<file path="src/rtl/bidsn_pkg.sv">
// Shared types for the N-bidder auction engine: FSM states, control opcodes,
// error codes and the C_data field positions.
package bidsn_pkg;

  typedef enum logic [1:0] {
    ST_IDLE    = 2'd0,
    ST_ROUND   = 2'd1,
    ST_RESOLVE = 2'd2
  } state_e;

  typedef enum logic [3:0] {
    OP_NOP      = 4'd0,
    OP_LOAD_BAL = 4'd1,
    OP_SET_MASK = 4'd2,
    OP_SET_MIN  = 4'd3
  } op_e;

  typedef enum logic [1:0] {
    BERR_NONE   = 2'd0,
    BERR_STATE  = 2'd1,
    BERR_FUNDS  = 2'd2,
    BERR_REJECT = 2'd3
  } bid_err_e;

  typedef enum logic [2:0] {
    CERR_NONE     = 3'd0,
    CERR_BAD_OP   = 3'd1,
    CERR_NOT_IDLE = 3'd2,
    CERR_BAD_LANE = 3'd3,
    CERR_NO_MASK  = 3'd4
  } ctl_err_e;

  localparam int LANE_MSB = 31;
  localparam int LANE_LSB = 28;
  localparam logic [3:0] OP_MAX = 4'd3;

  function automatic int idx_w(input int n);
    return (n > 1) ? $clog2(n) : 1;
  endfunction

endpackage

</file>
<file path="src/rtl/bidsn_argmax.sv">
// Combinational max / arg-max over N lane amounts. The scan starts at start_i
// and wraps, so among equal maxima the first lane at or after start_i wins.
module bidsn_argmax
  import bidsn_pkg::*;
#(
  parameter int N     = 4,
  parameter int AMT_W = 16,
  localparam int IDX_W = idx_w(N)
) (
  input  logic [N*AMT_W-1:0] amt_i,
  input  logic [IDX_W-1:0]   start_i,
  output logic [IDX_W-1:0]   idx_o,
  output logic [AMT_W-1:0]   amt_o,
  output logic               valid_o
);

  logic [AMT_W-1:0] best_amt;
  logic [IDX_W-1:0] best_idx;
  int               pos;

  always_comb begin
    best_amt = '0;
    best_idx = '0;
    pos      = 0;
    for (int k = 0; k < N; k++) begin
      pos = int'(start_i) + k;
      if (pos >= N) pos = pos - N;
      // strict compare keeps the earliest lane in scan order on a tie
      if (amt_i[pos*AMT_W +: AMT_W] > best_amt) begin
        best_amt = amt_i[pos*AMT_W +: AMT_W];
        best_idx = pos[IDX_W-1:0];
      end
    end
  end

  assign idx_o   = best_idx;
  assign amt_o   = best_amt;
  assign valid_o = |best_amt;

endmodule

</file>
<file path="src/rtl/bidsn_engine.sv">
// N-bidder auction engine with per-lane escrow of standing bids.
// Optional macro BIDSN_RR_TIEBREAK_EN: rotating tie-break pointer (else lowest lane wins ties).
//
// state      | meaning
// ST_IDLE    | accepts control ops, waits for C_start with a nonzero mask
// ST_ROUND   | lanes bid/retract, ends when C_start is sampled low
// ST_RESOLVE | one cycle: pick winner, refund losers, clear standing bids
module bidsn_engine
  import bidsn_pkg::*;
#(
  parameter int NUM_BIDDERS = 4,
  parameter int AMT_W       = 16,
  parameter int BAL_W       = 28
) (
  input  logic                         clk,
  input  logic                         reset_n,
  input  logic [NUM_BIDDERS-1:0]       bid,
  input  logic [NUM_BIDDERS-1:0]       retract,
  input  logic [NUM_BIDDERS*AMT_W-1:0] bidAmt,
  input  logic                         C_start,
  input  logic [3:0]                   C_op,
  input  logic [31:0]                  C_data,
  output logic [NUM_BIDDERS-1:0]       ack,
  output logic [NUM_BIDDERS-1:0]       win,
  output logic [2*NUM_BIDDERS-1:0]     bidErr,
  output logic [2:0]                   err,
  output logic                         ready,
  output logic                         roundOver,
  output logic [NUM_BIDDERS*BAL_W-1:0] balance,
  output logic [AMT_W-1:0]             maxBid
);

  localparam int IDX_W = idx_w(NUM_BIDDERS);

  state_e                       state_q;
  logic                         ready_q;
  logic [NUM_BIDDERS-1:0]       mask_q;
  logic [AMT_W-1:0]             min_bid_q;
  logic [2:0]                   err_q;
  logic                         round_over_q;
  logic [AMT_W-1:0]             max_bid_q;
  logic [NUM_BIDDERS-1:0]       ack_q;
  logic [NUM_BIDDERS-1:0]       win_q;
  logic [2*NUM_BIDDERS-1:0]     bid_err_q;
  logic [BAL_W-1:0]             bal_q [NUM_BIDDERS];
  logic [AMT_W-1:0]             s_q   [NUM_BIDDERS];

  logic [BAL_W-1:0]             bal_d  [NUM_BIDDERS];
  logic [AMT_W-1:0]             s_d    [NUM_BIDDERS];
  logic [1:0]                   berr_d [NUM_BIDDERS];
  logic [NUM_BIDDERS-1:0]       ack_d;
  logic [NUM_BIDDERS-1:0]       win_d;

  logic [AMT_W-1:0]             amt_w   [NUM_BIDDERS];
  logic [BAL_W-1:0]             avail_w [NUM_BIDDERS];
  logic [NUM_BIDDERS*AMT_W-1:0] s_flat_w;
  logic [AMT_W-1:0]             min_eff_w;
  logic [3:0]                   load_lane_w;
  logic                         load_en_w;
  logic [IDX_W-1:0]             start_w;
  logic [IDX_W-1:0]             win_idx_w;
  logic [AMT_W-1:0]             win_amt_w;
  logic                         win_valid_w;

  for (genvar g = 0; g < NUM_BIDDERS; g++) begin : g_lane
    assign amt_w[g]                     = bidAmt[g*AMT_W +: AMT_W];
    assign avail_w[g]                   = bal_q[g] + BAL_W'(s_q[g]);
    assign s_flat_w[g*AMT_W +: AMT_W]   = s_q[g];
    assign balance[g*BAL_W +: BAL_W]    = bal_q[g];
  end

  // a zero minimum still rejects zero-amount bids
  assign min_eff_w   = (min_bid_q == '0) ? AMT_W'(1) : min_bid_q;
  assign load_lane_w = C_data[LANE_MSB:LANE_LSB];
  assign load_en_w   = (state_q == ST_IDLE) && !C_start && (C_op == OP_LOAD_BAL);

  bidsn_argmax #(
    .N     (NUM_BIDDERS),
    .AMT_W (AMT_W)
  ) u_argmax (
    .amt_i   (s_flat_w),
    .start_i (start_w),
    .idx_o   (win_idx_w),
    .amt_o   (win_amt_w),
    .valid_o (win_valid_w)
  );

`ifdef BIDSN_RR_TIEBREAK_EN
  logic [IDX_W-1:0] ptr_q;

  assign start_w = ptr_q;

  always_ff @(posedge clk or negedge reset_n) begin
    if (!reset_n) begin
      ptr_q <= '0;
    end else if ((state_q == ST_RESOLVE) && win_valid_w) begin
      ptr_q <= (win_idx_w == IDX_W'(NUM_BIDDERS - 1)) ? '0 : win_idx_w + IDX_W'(1);
    end
  end
`else
  assign start_w = '0;
`endif

  always_comb begin
    ack_d = '0;
    win_d = '0;
    for (int i = 0; i < NUM_BIDDERS; i++) begin
      bal_d[i]  = bal_q[i];
      s_d[i]    = s_q[i];
      berr_d[i] = BERR_NONE;
      if (state_q == ST_ROUND) begin
        // a retract always executes, even when a bid arrives with it
        if (retract[i]) begin
          bal_d[i] = avail_w[i];
          s_d[i]   = '0;
          ack_d[i] = 1'b1;
          if (bid[i]) berr_d[i] = BERR_REJECT;
        end else if (bid[i]) begin
          if (!mask_q[i] || (amt_w[i] < min_eff_w)) begin
            berr_d[i] = BERR_REJECT;
          end else if (BAL_W'(amt_w[i]) > avail_w[i]) begin
            berr_d[i] = BERR_FUNDS;
          end else begin
            bal_d[i] = avail_w[i] - BAL_W'(amt_w[i]);
            s_d[i]   = amt_w[i];
            ack_d[i] = 1'b1;
          end
        end
      end else begin
        if (bid[i] || retract[i]) berr_d[i] = BERR_STATE;
        if (state_q == ST_RESOLVE) begin
          s_d[i] = '0;
          if (win_valid_w && (win_idx_w == IDX_W'(i))) win_d[i] = 1'b1;
          else bal_d[i] = avail_w[i];
        end
        if (load_en_w && (load_lane_w == 4'(i))) bal_d[i] = C_data[BAL_W-1:0];
      end
    end
  end

  always_ff @(posedge clk or negedge reset_n) begin
    if (!reset_n) begin
      state_q      <= ST_IDLE;
      ready_q      <= 1'b1;
      mask_q       <= '1;
      min_bid_q    <= '0;
      err_q        <= CERR_NONE;
      round_over_q <= 1'b0;
      max_bid_q    <= '0;
      ack_q        <= '0;
      win_q        <= '0;
      bid_err_q    <= '0;
      for (int i = 0; i < NUM_BIDDERS; i++) begin
        bal_q[i] <= '0;
        s_q[i]   <= '0;
      end
    end else begin
      ack_q        <= ack_d;
      win_q        <= win_d;
      err_q        <= CERR_NONE;
      round_over_q <= 1'b0;
      for (int i = 0; i < NUM_BIDDERS; i++) begin
        bal_q[i]             <= bal_d[i];
        s_q[i]               <= s_d[i];
        bid_err_q[2*i +: 2]  <= berr_d[i];
      end
      case (state_q)
        ST_IDLE: begin
          if (C_op > OP_MAX) begin
            err_q <= CERR_BAD_OP;
          end else if (C_start) begin
            if (mask_q == '0) begin
              err_q <= CERR_NO_MASK;
            end else begin
              state_q <= ST_ROUND;
              ready_q <= 1'b0;
            end
          end else begin
            case (C_op)
              OP_LOAD_BAL: if (int'(load_lane_w) >= NUM_BIDDERS) err_q <= CERR_BAD_LANE;
              OP_SET_MASK: mask_q    <= C_data[NUM_BIDDERS-1:0];
              OP_SET_MIN:  min_bid_q <= C_data[AMT_W-1:0];
              default: ;
            endcase
          end
        end
        ST_ROUND: begin
          if (C_op > OP_MAX) err_q <= CERR_BAD_OP;
          else if (C_op != OP_NOP) err_q <= CERR_NOT_IDLE;
          if (!C_start) state_q <= ST_RESOLVE;
        end
        ST_RESOLVE: begin
          if (C_op > OP_MAX) err_q <= CERR_BAD_OP;
          else if (C_op != OP_NOP) err_q <= CERR_NOT_IDLE;
          round_over_q <= 1'b1;
          max_bid_q    <= win_valid_w ? win_amt_w : '0;
          state_q      <= ST_IDLE;
          ready_q      <= 1'b1;
        end
        default: begin
          state_q <= ST_IDLE;
          ready_q <= 1'b1;
        end
      endcase
    end
  end

  assign ack       = ack_q;
  assign win       = win_q;
  assign bidErr    = bid_err_q;
  assign err       = err_q;
  assign ready     = ready_q;
  assign roundOver = round_over_q;
  assign maxBid    = max_bid_q;

endmodule

</file>
<file path="config.mk">
export PLATFORM = sky130hd
export DESIGN_NAME = bidsn_engine
export DESIGN_NICKNAME = d
export VERILOG_FILES = /design/src/rtl/bidsn_pkg.sv /design/src/rtl/bidsn_argmax.sv /design/src/rtl/bidsn_engine.sv
export SDC_FILE = /design/constraint.sdc
export NUM_CORES = 1
export LEC_CHECK = 0
export BUFFER_PORTS_ARGS = -buffer_cell sky130_fd_sc_hd__buf_2
export CAP_MARGIN = 20
export CORE_MARGIN = 2
export CORE_UTILIZATION = 45
export CTS_BUF_LIST = sky130_fd_sc_hd__clkbuf_4 sky130_fd_sc_hd__clkbuf_8
export DETAILED_ROUTE_END_ITERATION = 16
export GPL_TIMING_DRIVEN = 1
export PLACE_DENSITY = 0.72
export SKIP_CTS_REPAIR_TIMING = 1
export SYNTH_ARGS = -nofsm -noshare
export SYNTH_HDL_FRONTEND = slang
export SYNTH_HIERARCHICAL = 1
export SYNTH_SLANG_ARGS = --single-unit
</file>
<file path="constraint.sdc">
create_clock -name clk -period 13.4 [get_ports clk]
set_input_delay 2.68 -clock clk [delete_from_list [all_inputs] [get_ports clk]]
set_output_delay 2.68 -clock clk [all_outputs]
set_load 0.02 [all_outputs]
</file>
### Word-level counts from Yosys, hierarchy flattened

Index checks and enable logic that the tools add are counted.

| operators by class | value |
|---|---|
| bitwise gates (word level) | 3 |
| magnitude comparators | 14 |
| multiplexer cells | 140 |
| add/sub/neg operators | 8 |
| reductions and logical operators | 48 |
| equality and inequality tests | 31 |

Operators with widths:

| cell | number |
|---|---|
| 2-to-1 mux 28 bit | 32 |
| 2-to-1 mux 16 bit | 27 |
| adder 28 x 16 -> 28 bit | 4 |
| greater-than comparator 16 x 28 -> 1 bit | 4 |
| subtractor 28 x 16 -> 28 bit | 4 |
| 2-to-1 mux 2 bit | 34 |
| less-than comparator 16 bit | 4 |
| greater-than comparator 16 bit | 3 |
| 2-to-1 mux 1 bit | 41 |
| inequality test 3 bit, second input constant | 12 |
| AND reduction 4 bit | 8 |
| AND reduction 5 bit | 4 |
| equality test 4 x 2 -> 1 bit, second input constant | 4 |
| greater-than comparator 16 x 1 -> 1 bit, second input constant | 1 |
| zero test 16 bit | 1 |
| OR reduction 16 bit | 1 |
| inequality test 3 x 2 -> 1 bit, second input constant | 4 |
| nonzero test 3 bit | 4 |
| logical AND 1 bit | 10 |
| 2-to-1 mux 3 bit | 3 |
| equality test 4 x 1 -> 1 bit, second input constant | 2 |
| zero test 4 bit | 2 |
| logical OR 1 bit | 8 |
| inequality test 2 bit, second input constant | 4 |
| 13 further kinds | 23 |

| word-level totals | value |
|---|---|
| register bits after elaboration | 235 |
| word-level logic and storage cells | 262 |
| output and inout port bits | 149 |
| input bits | 111 |

### Logic depth before layout (Yosys ltp)

| depth | value |
|---|---|
| depth after elaboration | 14 |
| mapped depth | 57 |
| mapped depth without buffers | 40 |

### Cells and area by module

Netlist, hierarchy kept.

Modules (own cells, without submodules):

| module | seq. area each (um2) | instances | area an instance (um2) | cells each |
|---|---|---|---|---|
| bidsn_engine | 5886.9 | 1 | 22231.3 | 2692 |
| bidsn_argmax | 0.0 | 1 | 3826.2 | 529 |

### Worst setup path after synthesis

OpenSTA, ideal clock, no wires.

| timing | value |
|---|---|
| path type | register to register |
| start | register s_q (netlist bit s_flat_w[29]) |
| end | register bal_q (netlist bit balance[61]) |
| path buffers | 7 |
| path slack | 4.475 ns |
| clock period less this slack | 8.925 ns |
| data arrival time | 8.774 ns |
| stages on the path, launching flop included | 42 |
| required time | 13.250 ns |
| path through | dfrtp_1 mux4_2 and2_1 ha_1 a21oi_1 o21ai_1 or4_1 a211o_1 buf_6 nand2_2 buf_2 mux2i_1 inv_1 ha_1 a211oi_1 o21ai_0 a221oi_1 and2_1 [6 not listed] o21ai_0 ha_1 or4_1 a211oi_1 nor2_1 a311oi_1 nor2_2 dlygate4sd1_1 o311ai_0 and4bb_2 nand4_1 nand2_1 o31ai_1 a22oi_1 o21a_1 clkbuf_1 clkbuf_1 a41oi_1 |

| on the way | value |
|---|---|
| cells in the longest elaborated chain, start to end | 10 |

RTL lines:

| what | RTL line | source |
|---|---|---|
| start: declaration | bidsn_engine.sv:46 | `logic [AMT_W-1:0] s_q [NUM_BIDDERS];` |
| start signal: indexed assignment | bidsn_engine.sv:164 | `s_q[i] <= s_d[i];` |
| greater-than comparator 16 bit | bidsn_argmax.sv:29 | `if (amt_i[pos*AMT_W +: AMT_W] > best_amt) begin` |
| 2-to-1 mux 16 bit * | bidsn_argmax.sv:29 |  |
| greater-than comparator 16 bit | bidsn_argmax.sv:29 |  |
| 2-to-1 mux 16 bit * | bidsn_argmax.sv:29 |  |
| greater-than comparator 16 bit | bidsn_argmax.sv:29 |  |
| 2-to-1 mux 16 bit * | bidsn_argmax.sv:29 |  |
| OR reduction 16 bit * | bidsn_argmax.sv:38 | `assign valid_o = \|best_amt;` |
| named net win_valid_w | bidsn_engine.sv:63 | `logic win_valid_w;` |
| logical AND 1 bit * | bidsn_engine.sv:133 | `if (win_valid_w && (win_idx_w == IDX_W'(i))) win_d[i] = 1'b1;` |
| inequality test 3 x 2 -> 1 bit (no source line) * | n/a |  |
| AND reduction 5 bit (no source line) * | n/a |  |
| end signal: indexed assignment | bidsn_engine.sv:163 | `bal_q[i] <= bal_d[i];` |
| end: declaration | bidsn_engine.sv:45 | `logic [BAL_W-1:0] bal_q [NUM_BIDDERS];` |

Mark *: on every way through the listed nets, which the timed path passes. The rest lies on a longest branch.
A chain may end at the register's enable or synchronous reset.

### Worst setup path in the final report

| timing | value |
|---|---|
| start | register s_q (netlist bit s_flat_w[29]) |
| end | register bal_q (netlist bit balance[65]) |

Same word-level chain as after synthesis.

==> impl_metrics.tcl <==
set metrics [dict create \
    outcome "finished clean" \
    wl_per_cell_um 24.6 \
    synthTopCellsByArea "dfrtp_1 22%, ha_1 12%, nand2_1 5.4%, a21oi_1 4.3%, o21ai_0 3.9%" \
    die_h_um 245 \
    fin_setup_tns_ps 0 \
    r2r-start "s_flat_w[29]" \
    grt_max_degree 103 \
    netlist_instances 3221 \
    max_cap_violations 0 \
    vias_per_cell 6.36 \
    fmax_mhz 88.7 \
    grt_first_pass_wirelength_mm 153 \
    hold_path_class "flip-flop to flip-flop" \
    worstRegToRegCells 34 \
    nNetsFinal 3769 \
    slew_viol_final 0 \
    cp_num_buf_inv 3 \
    drt_iter0_drc 2793 \
    first_pass_iters 5 \
    cts_num_sinks 235 \
    vias 26800 \
    fp.coreArea_um2 57500 \
    cts_max_level 2 \
    synth.avg_cell_area_um2 8.09 \
    rows 88 \
    pin_count 260 \
    max_slew_margin_pct 27.6 \
    cpPeakStageDelay_ps 800 \
    cp_num_cells 34 \
    worstPathMaxFanout 29 \
    port_buffers 259 \
    worst_pin_slew_ps 1070 \
    synth_area_um2 26100 \
    track_usage_pct 33.6 \
    rsz0062_at_grt "no" \
    clkLatencyLatePin_ps 690 \
    p_leak_nw 13.5 \
    r2r_slack_ps 2130 \
    grt-ovfl-total 0 \
    cts_buffers 48 \
    crit_family "compound AO/OA/AOI/OAI gates" \
    start_kind "flip-flop" \
    place_congestion 1.02 \
    slowest_stage "o21a_1" \
    antenna_found_initial 12 \
    ys_seq_area_share_pct 22.6 \
    critPathCaptureType "flip-flop" \
    grt_pass1_vias 24400 \
    layout-drive-gt1-share_pct 16.8 \
    start_util_pct 45.3 \
    synthArstFlopShare_pct 100 \
    period_share_pct 84.1 \
    clkSlewWorstSetupHoldPaths_ps 60 \
    synth.top_cell.area_share_pct 22.1 \
    synth_flop_cell "dfrtp_1" \
    ys_seq_elements 235 \
    wirelength_mm 103 \
    fin_util_pct 50.2 \
    fillers 5703 \
    yosysMostFrequentCell "nand2_1" \
    crit_path_frequent_cell "ha_1" \
    cts_tree "built" \
    drc_errors 0 \
    cts_buffer_depth 3 \
    yosysWarningCount 6 \
    power_density_nw_per_um2 200 \
    cts_root_buffer "clkbuf_8" \
    crit_path_end "balance[65]" \
    area_growth_pct 10.8 \
    crit_required_ps 13970 \
    synth.top_cells.by_count "373 x nand2_1, 244 x ha_1, 237 x nor2_1, 230 x dfrtp_1, 223 x a21oi_1" \
    period_minus_slack_ps 11270 \
    setup_viol 0 \
    fp.dieW_um 245 \
    r2r-end "balance[65]" \
    hold_violations 0 \
    yosys.cell_types.count 116 \
    postRouteAntennaNets 0 \
    crit_type "flip-flop to flip-flop" \
    hp-start "maxBid[5]" \
    crit_arrival_ps 11840 \
    crit_start "s_flat_w[29]" \
    irDropWorstVdd_v 0.000121 \
    die-area_um2 59800 \
    hpwl_mm 79.6 \
    yosys.area.top_type "dfrtp_1" \
    synth_edf_count 0 \
    fin_skew_ps 58.7 \
]
cell type report:
cell class / instances / area (µm²) / share of cell area, %
Clock buffer: 74 / 943 / 3.27
Sequential cell: 235 / 5890 / 20.4
Antenna cell: 6 / 15.0 / 0.0520
Multi-Input combinational cell: 2641 / 18700 / 64.8
Clock inverter: 9 / 103 / 0.355
Inverter: 197 / 739 / 2.56
Timing Repair Buffer: 283 / 1510 / 5.22
Tap cell: 765 / 957 / 3.32
worst reg2reg max path: cells and delay by family (launching register included):
kind / cells / cell delay (ps)
and+or+nand+nor: 10 / 3290
adders and majority gates: 3 / 870
muxes: 3 / 1360
AOI/OAI and AO/OA: 15 / 4740
buffers and inverters: 3 / 440
DFF: 1 / 430
kinds of logic after synthesis:
| kind of cell | synth area share [%] |
|---|---|
| and+or+nand+nor | 18.8 |
| AOI/OAI and AO/OA | 26.5 |
| buffers and inverters | 5.75 |
| adders and majority gates | 12.3 |
| DFF | 22.6 |
| muxes | 8.37 |
| xor gates and xnor gates | 5.71 |
| other | 0.0144 |
layout by cell type, fill, tap and decap left out, types with 57 or more instances in the layout:
cell	n
ha_1	243
dfrtp_1	230
nor2_1	237
mux2_2	84
nand3_1	61
xor2_1	70
xnor2_1	98
mux2i_1	74
clkbuf_8	62
a211oi_1	100
nand2_1	373
nor3_1	57
o21ai_0	204
a21oi_1	223
inv_1	194
nand4_1	70
buf_2	258
report_power, final:
part	leakage, nW	switching, mW	internal [mW]
Clock	0.549	0.376	0.468
Sequential	3.00	0.301	0.943
Combinational	9.91	2.30	1.39
worst min-delay path by stage:
| stage | slack [ps] | endpoint | cells after the start |
|---|---|---|---|
| after floorplan | 470 | min_bid_q[5] | 2 |
| after global placement | 500 | min_bid_q[5] | 2 |
| after detailed placement | 500 | maxBid[5] | 1 |
| after CTS | 510 | maxBid[5] | 1 |
| after global routing | 530 | maxBid[7] | 1 |
| final | 500 | maxBid[5] | 1 |
routing by layer:
layer  GRT usage (%)  share of wire (%)  up-vias
met5               0               0.12        -
met1            44.9                 41    12700
met4            17.6                5.8       14
li1                -                  -    12300
met2            51.4                 43     1420
met3            6.58                 10      285
through the flow:
step,power [mW],worst slack (ps),instances,instance area (µm²),hold slack (ps)
after global routing,6.18,1410,4206,28900,531
after detailed placement,4.86,2450,4119,27800,496
after CTS,5.72,2470,4202,28800,509
after floorplan,3.86,4480,3228,26100,472
after global placement,4.82,2600,4119,27800,497
final,5.78,2130,4210,28900,502
registers in the layout, summed over array words and instances (netlist names):
name and flops:
balance 112, s_flat_w 64, maxBid 16, min_bid_q 16, bidErr 8, ack 4
mask_q 4, win 4, err 3, state_q 2, ready 1, roundOver 1
No activity file was read; power rests on OpenSTA's default activity.
